## config.mk

```make
export PLATFORM = sky130hd
export DESIGN_NAME = keypad_scan_ctrl
export DESIGN_NICKNAME = d
export VERILOG_FILES = /design/src/rtl/keypad_pkg.sv /design/src/rtl/keypad_row_sync.sv /design/src/rtl/keypad_scan_ctrl.sv
export SDC_FILE = /design/constraint.sdc
export NUM_CORES = 1
export LEC_CHECK = 0
export ABC_AREA = 1
export CAP_MARGIN = 20
export CORE_MARGIN = 4
export CORE_UTILIZATION = 30
export DETAILED_ROUTE_END_ITERATION = 7
export GPL_TIMING_DRIVEN = 1
export PLACE_DENSITY = 0.44
export SETUP_SLACK_MARGIN = 0.3
export SYNTH_ARGS = -nofsm -noshare
export SYNTH_HDL_FRONTEND = slang
export SYNTH_SLANG_ARGS = --single-unit
```

## constraint.sdc

```tcl
create_clock -name CLK -period 2.16 [get_ports CLK]
set_clock_uncertainty 0.2 [all_clocks]
set_input_delay 0.432 -clock CLK [delete_from_list [all_inputs] [get_ports CLK]]
set_output_delay 0.432 -clock CLK [all_outputs]
set_load 0.05 [all_outputs]
```

## src/rtl/keypad_pkg.sv

```systemverilog
// Shared types and constants for the 4-column x 3-row keypad scanner.
// Column index 0..3 maps to strobes B, G, F, D; row index 0..2 maps to C, A, E.
package keypad_pkg;

    typedef enum logic [1:0] {
        ST_SCAN     = 2'd0,
        ST_DEBOUNCE = 2'd1,
        ST_HOLD     = 2'd2
    } state_t;

    localparam logic [3:0] KEY_NONE = 4'd13;
    localparam logic [3:0] KEY_STAR = 4'd10;
    localparam logic [3:0] KEY_HASH = 4'd11;

    // One-hot column strobes, packed as {D, F, G, B}
    localparam logic [3:0] COL_B = 4'b0001;
    localparam logic [3:0] COL_G = 4'b0010;
    localparam logic [3:0] COL_F = 4'b0100;
    localparam logic [3:0] COL_D = 4'b1000;

    function automatic logic [3:0] key_code(input logic [1:0] col, input logic [1:0] row);
        logic [3:0] code;
        if (col == 2'd3) begin
            case (row)
                2'd0:    code = KEY_STAR;
                2'd1:    code = 4'd0;
                default: code = KEY_HASH;
            endcase
        end else begin
            code = ({2'b00, col} * 4'd3) + {2'b00, row} + 4'd1;
        end
        return code;
    endfunction

    function automatic logic [3:0] col_onehot(input logic [1:0] col);
        logic [3:0] strobe;
        case (col)
            2'd0:    strobe = COL_B;
            2'd1:    strobe = COL_G;
            2'd2:    strobe = COL_F;
            default: strobe = COL_D;
        endcase
        return strobe;
    endfunction

endpackage

```

## src/rtl/keypad_row_sync.sv

```systemverilog
// Two-flop synchronizer for the three asynchronous row inputs.
module keypad_row_sync (
    input  logic       clk,
    input  logic       rst,
    input  logic [2:0] raw,
    output logic [2:0] sync
);

    logic [2:0] meta;

    always_ff @(posedge clk) begin
        if (rst) begin
            meta <= 3'b000;
            sync <= 3'b000;
        end else begin
            meta <= raw;
            sync <= meta;
        end
    end

endmodule

```

## src/rtl/keypad_scan_ctrl.sv

```systemverilog
// Timed, debounced keypad scan sequencer with a valid/ack key event port.
// Optional auto-repeat while a key is held: define KEYPAD_AUTOREPEAT_EN.
//
// Handshake: KEY_VALID rises with KEY_DATA when a key is reported and stays
// high until KEY_ACK is seen high on a rising edge; KEY_VALID then drops on
// the next cycle. A report in the same cycle as KEY_ACK replaces the event.
module keypad_scan_ctrl
    import keypad_pkg::*;
#(
    parameter int DWELL_CYCLES   = 50000,
    parameter int DEBOUNCE_SCANS = 4,
    parameter int REPEAT_SCANS   = 250
) (
    input  logic       CLK,
    input  logic       RST,
    input  logic       C,
    input  logic       A,
    input  logic       E,
    output logic       B,
    output logic       G,
    output logic       F,
    output logic       D,
    output logic       KEY_VALID,
    output logic [3:0] KEY_DATA,
    input  logic       KEY_ACK,
    output logic       OVERRUN,
    output state_t     scan_state
);

    localparam int DW = $clog2(DWELL_CYCLES);
    localparam int MW = $clog2(DEBOUNCE_SCANS + 1);

    state_t          state, state_next;
    logic [DW-1:0]   dwell_cnt, dwell_next;
    logic [1:0]      col, col_next;
    logic [3:0]      cand, cand_next;
    logic [MW-1:0]   match_cnt, match_next, match_inc;
    logic [MW-1:0]   rel_cnt, rel_next, rel_inc;
    logic [2:0]      rows;
    logic            sample;
    logic [3:0]      sample_code;
    logic            report;
    logic [3:0]      report_code;

`ifdef KEYPAD_AUTOREPEAT_EN
    localparam int RW = $clog2(REPEAT_SCANS + 1);
    logic [RW-1:0]   rep_cnt, rep_next, rep_inc;
`endif

    keypad_row_sync u_row_sync (
        .clk  (CLK),
        .rst  (RST),
        .raw  ({E, A, C}),
        .sync (rows)
    );

    assign sample = (dwell_cnt == DW'(DWELL_CYCLES - 1));
    assign {D, F, G, B} = col_onehot(col);
    assign scan_state = state;

    always_comb begin
        sample_code = KEY_NONE;
        if (rows[0])      sample_code = key_code(col, 2'd0);
        else if (rows[1]) sample_code = key_code(col, 2'd1);
        else if (rows[2]) sample_code = key_code(col, 2'd2);
    end

    // Saturating increments: counters stop at the parameter value.
    assign match_inc = (match_cnt == MW'(DEBOUNCE_SCANS)) ? match_cnt : match_cnt + MW'(1);
    assign rel_inc   = (rel_cnt == MW'(DEBOUNCE_SCANS)) ? rel_cnt : rel_cnt + MW'(1);
`ifdef KEYPAD_AUTOREPEAT_EN
    assign rep_inc   = (rep_cnt == RW'(REPEAT_SCANS)) ? rep_cnt : rep_cnt + RW'(1);
`endif

    always_comb begin
        state_next  = state;
        col_next    = col;
        cand_next   = cand;
        match_next  = match_cnt;
        rel_next    = rel_cnt;
        report      = 1'b0;
        report_code = cand;
        dwell_next  = sample ? '0 : dwell_cnt + DW'(1);
`ifdef KEYPAD_AUTOREPEAT_EN
        rep_next    = (state == ST_HOLD) ? rep_cnt : '0;
`endif
        if (sample) begin
            case (state)
                ST_SCAN: begin
                    if (sample_code != KEY_NONE) begin
                        cand_next  = sample_code;
                        match_next = MW'(1);
                        rel_next   = '0;
                        if (MW'(DEBOUNCE_SCANS) == MW'(1)) begin
                            report      = 1'b1;
                            report_code = sample_code;
                            state_next  = ST_HOLD;
                        end else begin
                            state_next = ST_DEBOUNCE;
                        end
                    end else begin
                        col_next = col + 2'd1;
                    end
                end
                ST_DEBOUNCE: begin
                    if (sample_code == cand) begin
                        match_next = match_inc;
                        if (match_inc == MW'(DEBOUNCE_SCANS)) begin
                            report     = 1'b1;
                            state_next = ST_HOLD;
                            rel_next   = '0;
                        end
                    end else begin
                        state_next = ST_SCAN;
                        col_next   = col + 2'd1;
                        match_next = '0;
                    end
                end
                ST_HOLD: begin
                    if (sample_code == KEY_NONE) begin
                        rel_next = rel_inc;
`ifdef KEYPAD_AUTOREPEAT_EN
                        rep_next = '0;
`endif
                        if (rel_inc == MW'(DEBOUNCE_SCANS)) begin
                            state_next = ST_SCAN;
                            col_next   = col + 2'd1;
                            rel_next   = '0;
                            match_next = '0;
                        end
                    end else begin
                        rel_next = '0;
`ifdef KEYPAD_AUTOREPEAT_EN
                        if (rep_inc == RW'(REPEAT_SCANS)) begin
                            report   = 1'b1;
                            rep_next = '0;
                        end else begin
                            rep_next = rep_inc;
                        end
`endif
                    end
                end
                default: state_next = ST_SCAN;
            endcase
        end
    end

    always_ff @(posedge CLK) begin
        if (RST) begin
            state     <= ST_SCAN;
            dwell_cnt <= '0;
            col       <= 2'd0;
            cand      <= KEY_NONE;
            match_cnt <= '0;
            rel_cnt   <= '0;
`ifdef KEYPAD_AUTOREPEAT_EN
            rep_cnt   <= '0;
`endif
            KEY_VALID <= 1'b0;
            KEY_DATA  <= KEY_NONE;
            OVERRUN   <= 1'b0;
        end else begin
            state     <= state_next;
            dwell_cnt <= dwell_next;
            col       <= col_next;
            cand      <= cand_next;
            match_cnt <= match_next;
            rel_cnt   <= rel_next;
`ifdef KEYPAD_AUTOREPEAT_EN
            rep_cnt   <= rep_next;
`endif
            // A report beats a simultaneous ack; an unacked event is kept.
            if (report) begin
                if (!KEY_VALID) begin
                    KEY_VALID <= 1'b1;
                    KEY_DATA  <= report_code;
                end else if (KEY_ACK) begin
                    KEY_DATA  <= report_code;
                end else begin
                    OVERRUN   <= 1'b1;
                end
            end else if (KEY_VALID && KEY_ACK) begin
                KEY_VALID <= 1'b0;
                OVERRUN   <= 1'b0;
            end
        end
    end

endmodule
```

==> flow_metrics.env <==
export IMPL_grt_pass1_wl_um=9840
export IMPL_worstPathArrival_ns=2.09
export IMPL_synth_lib_cells_used_distinct=41
export IMPL_max_vdd_ir_drop_uv=253
export IMPL_hold_class="register to register"
export IMPL_rr_endpoint="match_cnt[1]"
export IMPL_dr_first_iter_drc_count=40
export IMPL_synth_warning_count=0
export IMPL_groute_usage_overall=0.122
export IMPL_syn_nets=371
export IMPL_avgViaCountPerCell=4.45
export IMPL_worstReg2RegStart="col[1]"
export IMPL_synthToLayoutAreaGrowth_pct=35.9
export IMPL_nets=408
export IMPL_cts_tree="yes"
export IMPL_half_perimeter_wire_length_of_the_detailed_placement_result_um=4180
export IMPL_outcome="completed"
export IMPL_grt_overflow=0
export IMPL_final_cell_mix="nand2_1 (69), inv_1 (44), dfxtp_1 (36)"
export IMPL_post_cts_hold_buffer_count=0
export IMPL_regToRegSetupSlack_ns=0.11
export IMPL_fin_crit_sh=0.951
export IMPL_critical_path_cell_count=12
export IMPL_synth_top_family_by_area="simple AND/OR/NAND/NOR gates"
export IMPL_critPathLaunchType="register"
export IMPL_clock_sink_count=42
export IMPL_unrepaired_setup_endpoints_after_global_routing="yes"
export IMPL_final_max_slew_viol_count=0
export IMPL_seq_area_um2=853
export IMPL_drive_above_1_share=0.328
export IMPL_n_fill_cell=848
export IMPL_diodes=0
export IMPL_clock_tree_htree_level_count=2
export IMPL_routed_wl_um=5600
export IMPL_post_synth_top_area_fraction=0.331
export IMPL_fmax_mhz=487
export IMPL_power_density_cell_area_nw_per_um2=464
export IMPL_family_with_the_most_delay_on_the_worst_path="simple AND/OR/NAND/NOR gates"
export IMPL_cts_root_buf="clkbuf_8"
export IMPL_critical_path_startpoint="col[1]"
export IMPL_core_area_um2=8220
export IMPL_tightestPinTransition_ns=0.658
export IMPL_route_top_layer_used="met4"
export IMPL_final_hold_worst_slack_ns=0.207
export IMPL_synth_compound_gate_area_share=0.0809
export IMPL_critical_path_slowest_cell="dfxtp_4"
export IMPL_layout_commonest_cell="nand2_1"
export IMPL_m1WireLength_um=2630
export IMPL_worst_path_max_fanout=6
export IMPL_first_global_vias=2192
export IMPL_drc=0
export IMPL_synth_area_top_cells="dfxtp_1 (33%), nand2_1 (11%), ha_1 (7.9%)"
export IMPL_layout_min_cycle_time_ns=2.05
export IMPL_critPathMaxStageDelay_ns=0.44
export IMPL_tritoncts_num_buffers=5
export IMPL_drt_pass1_iterations=4
export IMPL_worst_setup_path_end_kind="register"
export IMPL_die_area_um2=9990
export IMPL_antenna_found_initial=0
export IMPL_setup_viol=0
export IMPL_multi_input_comb_area_um2=1810
export IMPL_die_y_um=100
export IMPL_cellLeakagePower_nw=1.41
export IMPL_proportion_of_synthesized_chip_area_in_sequential_cells=0.331
export IMPL_synthesis_area_um2=2540
export IMPL_synth_largest_area_cell="dfxtp_1"
export IMPL_placement_rows=33
export IMPL_post_synth_mux_area_share=0
export IMPL_initial_util=0.309
export IMPL_synth_seq_cells=42
export IMPL_hold_viol=0
export IMPL_detail_route_antenna_nets=0
export IMPL_cp_data_required_time_ns=2.20
export IMPL_routed_wire_length_per_instance_um=11.4
export IMPL_final_core_util=0.420
export IMPL_cells_after_synthesis=349
export IMPL_cts_root_to_sink_buffers=2
export IMPL_critical_path_buf_inv_count=2
export IMPL_dr_wl_met2_um=2730
export IMPL_timing_critical_path_cells="inv_6 -> ha_4 -> a21oi_4 -> o21ai_4 -> nand2_4 -> nand2_4 -> buf_6 -> o21ai_4 -> nand4_1 -> nand2_1 -> nand2_1 -> nor2_1"
export IMPL_synth_adder_area_share=0.0789
export IMPL_post_synth_cell_area_avg_um2=7.27
export IMPL_fin_area_um2=3450
export IMPL_routabilityCongestion=0.750
export IMPL_die_w_um=100
export IMPL_dr_wl_met3_um=168
export IMPL_worst_slew_margin_rel=0.562
export IMPL_xor_xnor_share_of_the_synthesized_area=0.0207
export IMPL_total_power_w=0.00160
export IMPL_ioPinCount=18
export IMPL_reg2reg_depth=12
export IMPL_grt_start_max_net_pins=17
export IMPL_number_of_max_cap_violations=0
export IMPL_vias=2191
export IMPL_placed_area_um2=2910
export IMPL_io_buffers=17
export IMPL_insertion_delay_ns=0.30
export IMPL_synth_simple_gate_area_frac=0.397
export IMPL_cp_endpoint="match_cnt[1]"
export IMPL_clk_pin_slew_ns=0.08
export IMPL_critical_path_class="register to register"
-- layer usage --
layer / GRT usage / vias to the layer above
met5: 0 / -
met4: 0.0378 / 0
met3: 0.0292 / 7
met2: 0.215 / 18
met1: 0.146 / 990
li1: - / 1176
-- logic make-up (layout without fill, tap and decap cells) --
logic type                 after synthesis  after routing
xor gates and xnor gates                 6              6
adders and majority gates               16             16
DFF                                     42             42
AOI/OAI and AO/OA                       33             33
and+or+nand+nor                        194            194
buffers and inverters                   58             96
-- flip-flops by register name, summed over array words and instances, names as in the netlist --
signal and flops:
dwell_cnt 16, cand 4, OVERRUN 1, col 2
KEY_VALID 1, rel_cnt 3, KEY_DATA 4, u_row_sync.sync 3
scan_state 2, u_row_sync.meta 3, match_cnt 3
-- worst min-delay path by stage --
stage	to	slack, ns	cells past startpoint	start
2_1_floorplan	u_row_sync.sync[0]	0.19	2	u_row_sync.meta[0]
3_3_place_gp	u_row_sync.sync[0]	0.19	2	u_row_sync.meta[0]
3_5_place_dp	u_row_sync.sync[0]	0.20	2	u_row_sync.meta[0]
4_1_cts	u_row_sync.sync[1]	0.21	2	u_row_sync.meta[1]
5_1_grt	u_row_sync.sync[1]	0.22	2	u_row_sync.meta[1]
6_report	u_row_sync.sync[2]	0.21	2	u_row_sync.meta[2]
-- tightest hold or removal path, cell delays in order (launching register included) --
cell,delay [ns]
dfxtp_1,0.30
inv_1,0.04
nor2_1,0.03
-- power by group --
part / internal (W) / switching, W
Combinational: 0.0000799 / 0.000107
Sequential: 0.000782 / 0.0000115
Clock: 0.000340 / 0.000282
Total: 0.00120 / 0.000400
-- through the flow --
stage	instances	setup slack (ns)	TNS, ns
floorplan	349	0.247	0
global placement	469	0.0222	0
detailed placement	469	0.0351	0
CTS	486	0.103	0
global route	492	-0.0519	-0.285
finish	492	0.105	0
-- cell type report --
type | instances | share of cell area
Multi-Input combinational cell | 249 | 0.524
Sequential cell | 42 | 0.247
Timing Repair Buffer | 35 | 0.0976
Inverter | 53 | 0.0617
Clock buffer | 5 | 0.0199
Tap cell | 105 | 0.0381
Clock inverter | 3 | 0.0116
-- cell usage after synthesis (all sizes together) --
master / n
nand2: 91
inv: 52
nor2: 47
dfxtp: 42
nand3: 34
a21oi: 19
ha: 16
nor3: 10
o21ai: 6
nand4: 5
xor2: 5
buf: 4
nor3b: 3
o211ai: 3
or2: 3
o21bai: 2
a31oi: 1
clkbuf: 1
clkinv: 1
nand3b: 1
o211a: 1
o21a: 1
xnor2: 1
-- what timing repair did --
action	CTS	global route
endpoints found under the setup margin	27	26
hold endpoints to repair	0	0
pin swaps	26	27
gates resized for setup	44	33
setup buffers	9	6
Note: power is estimated with default switching activity, not from simulation.
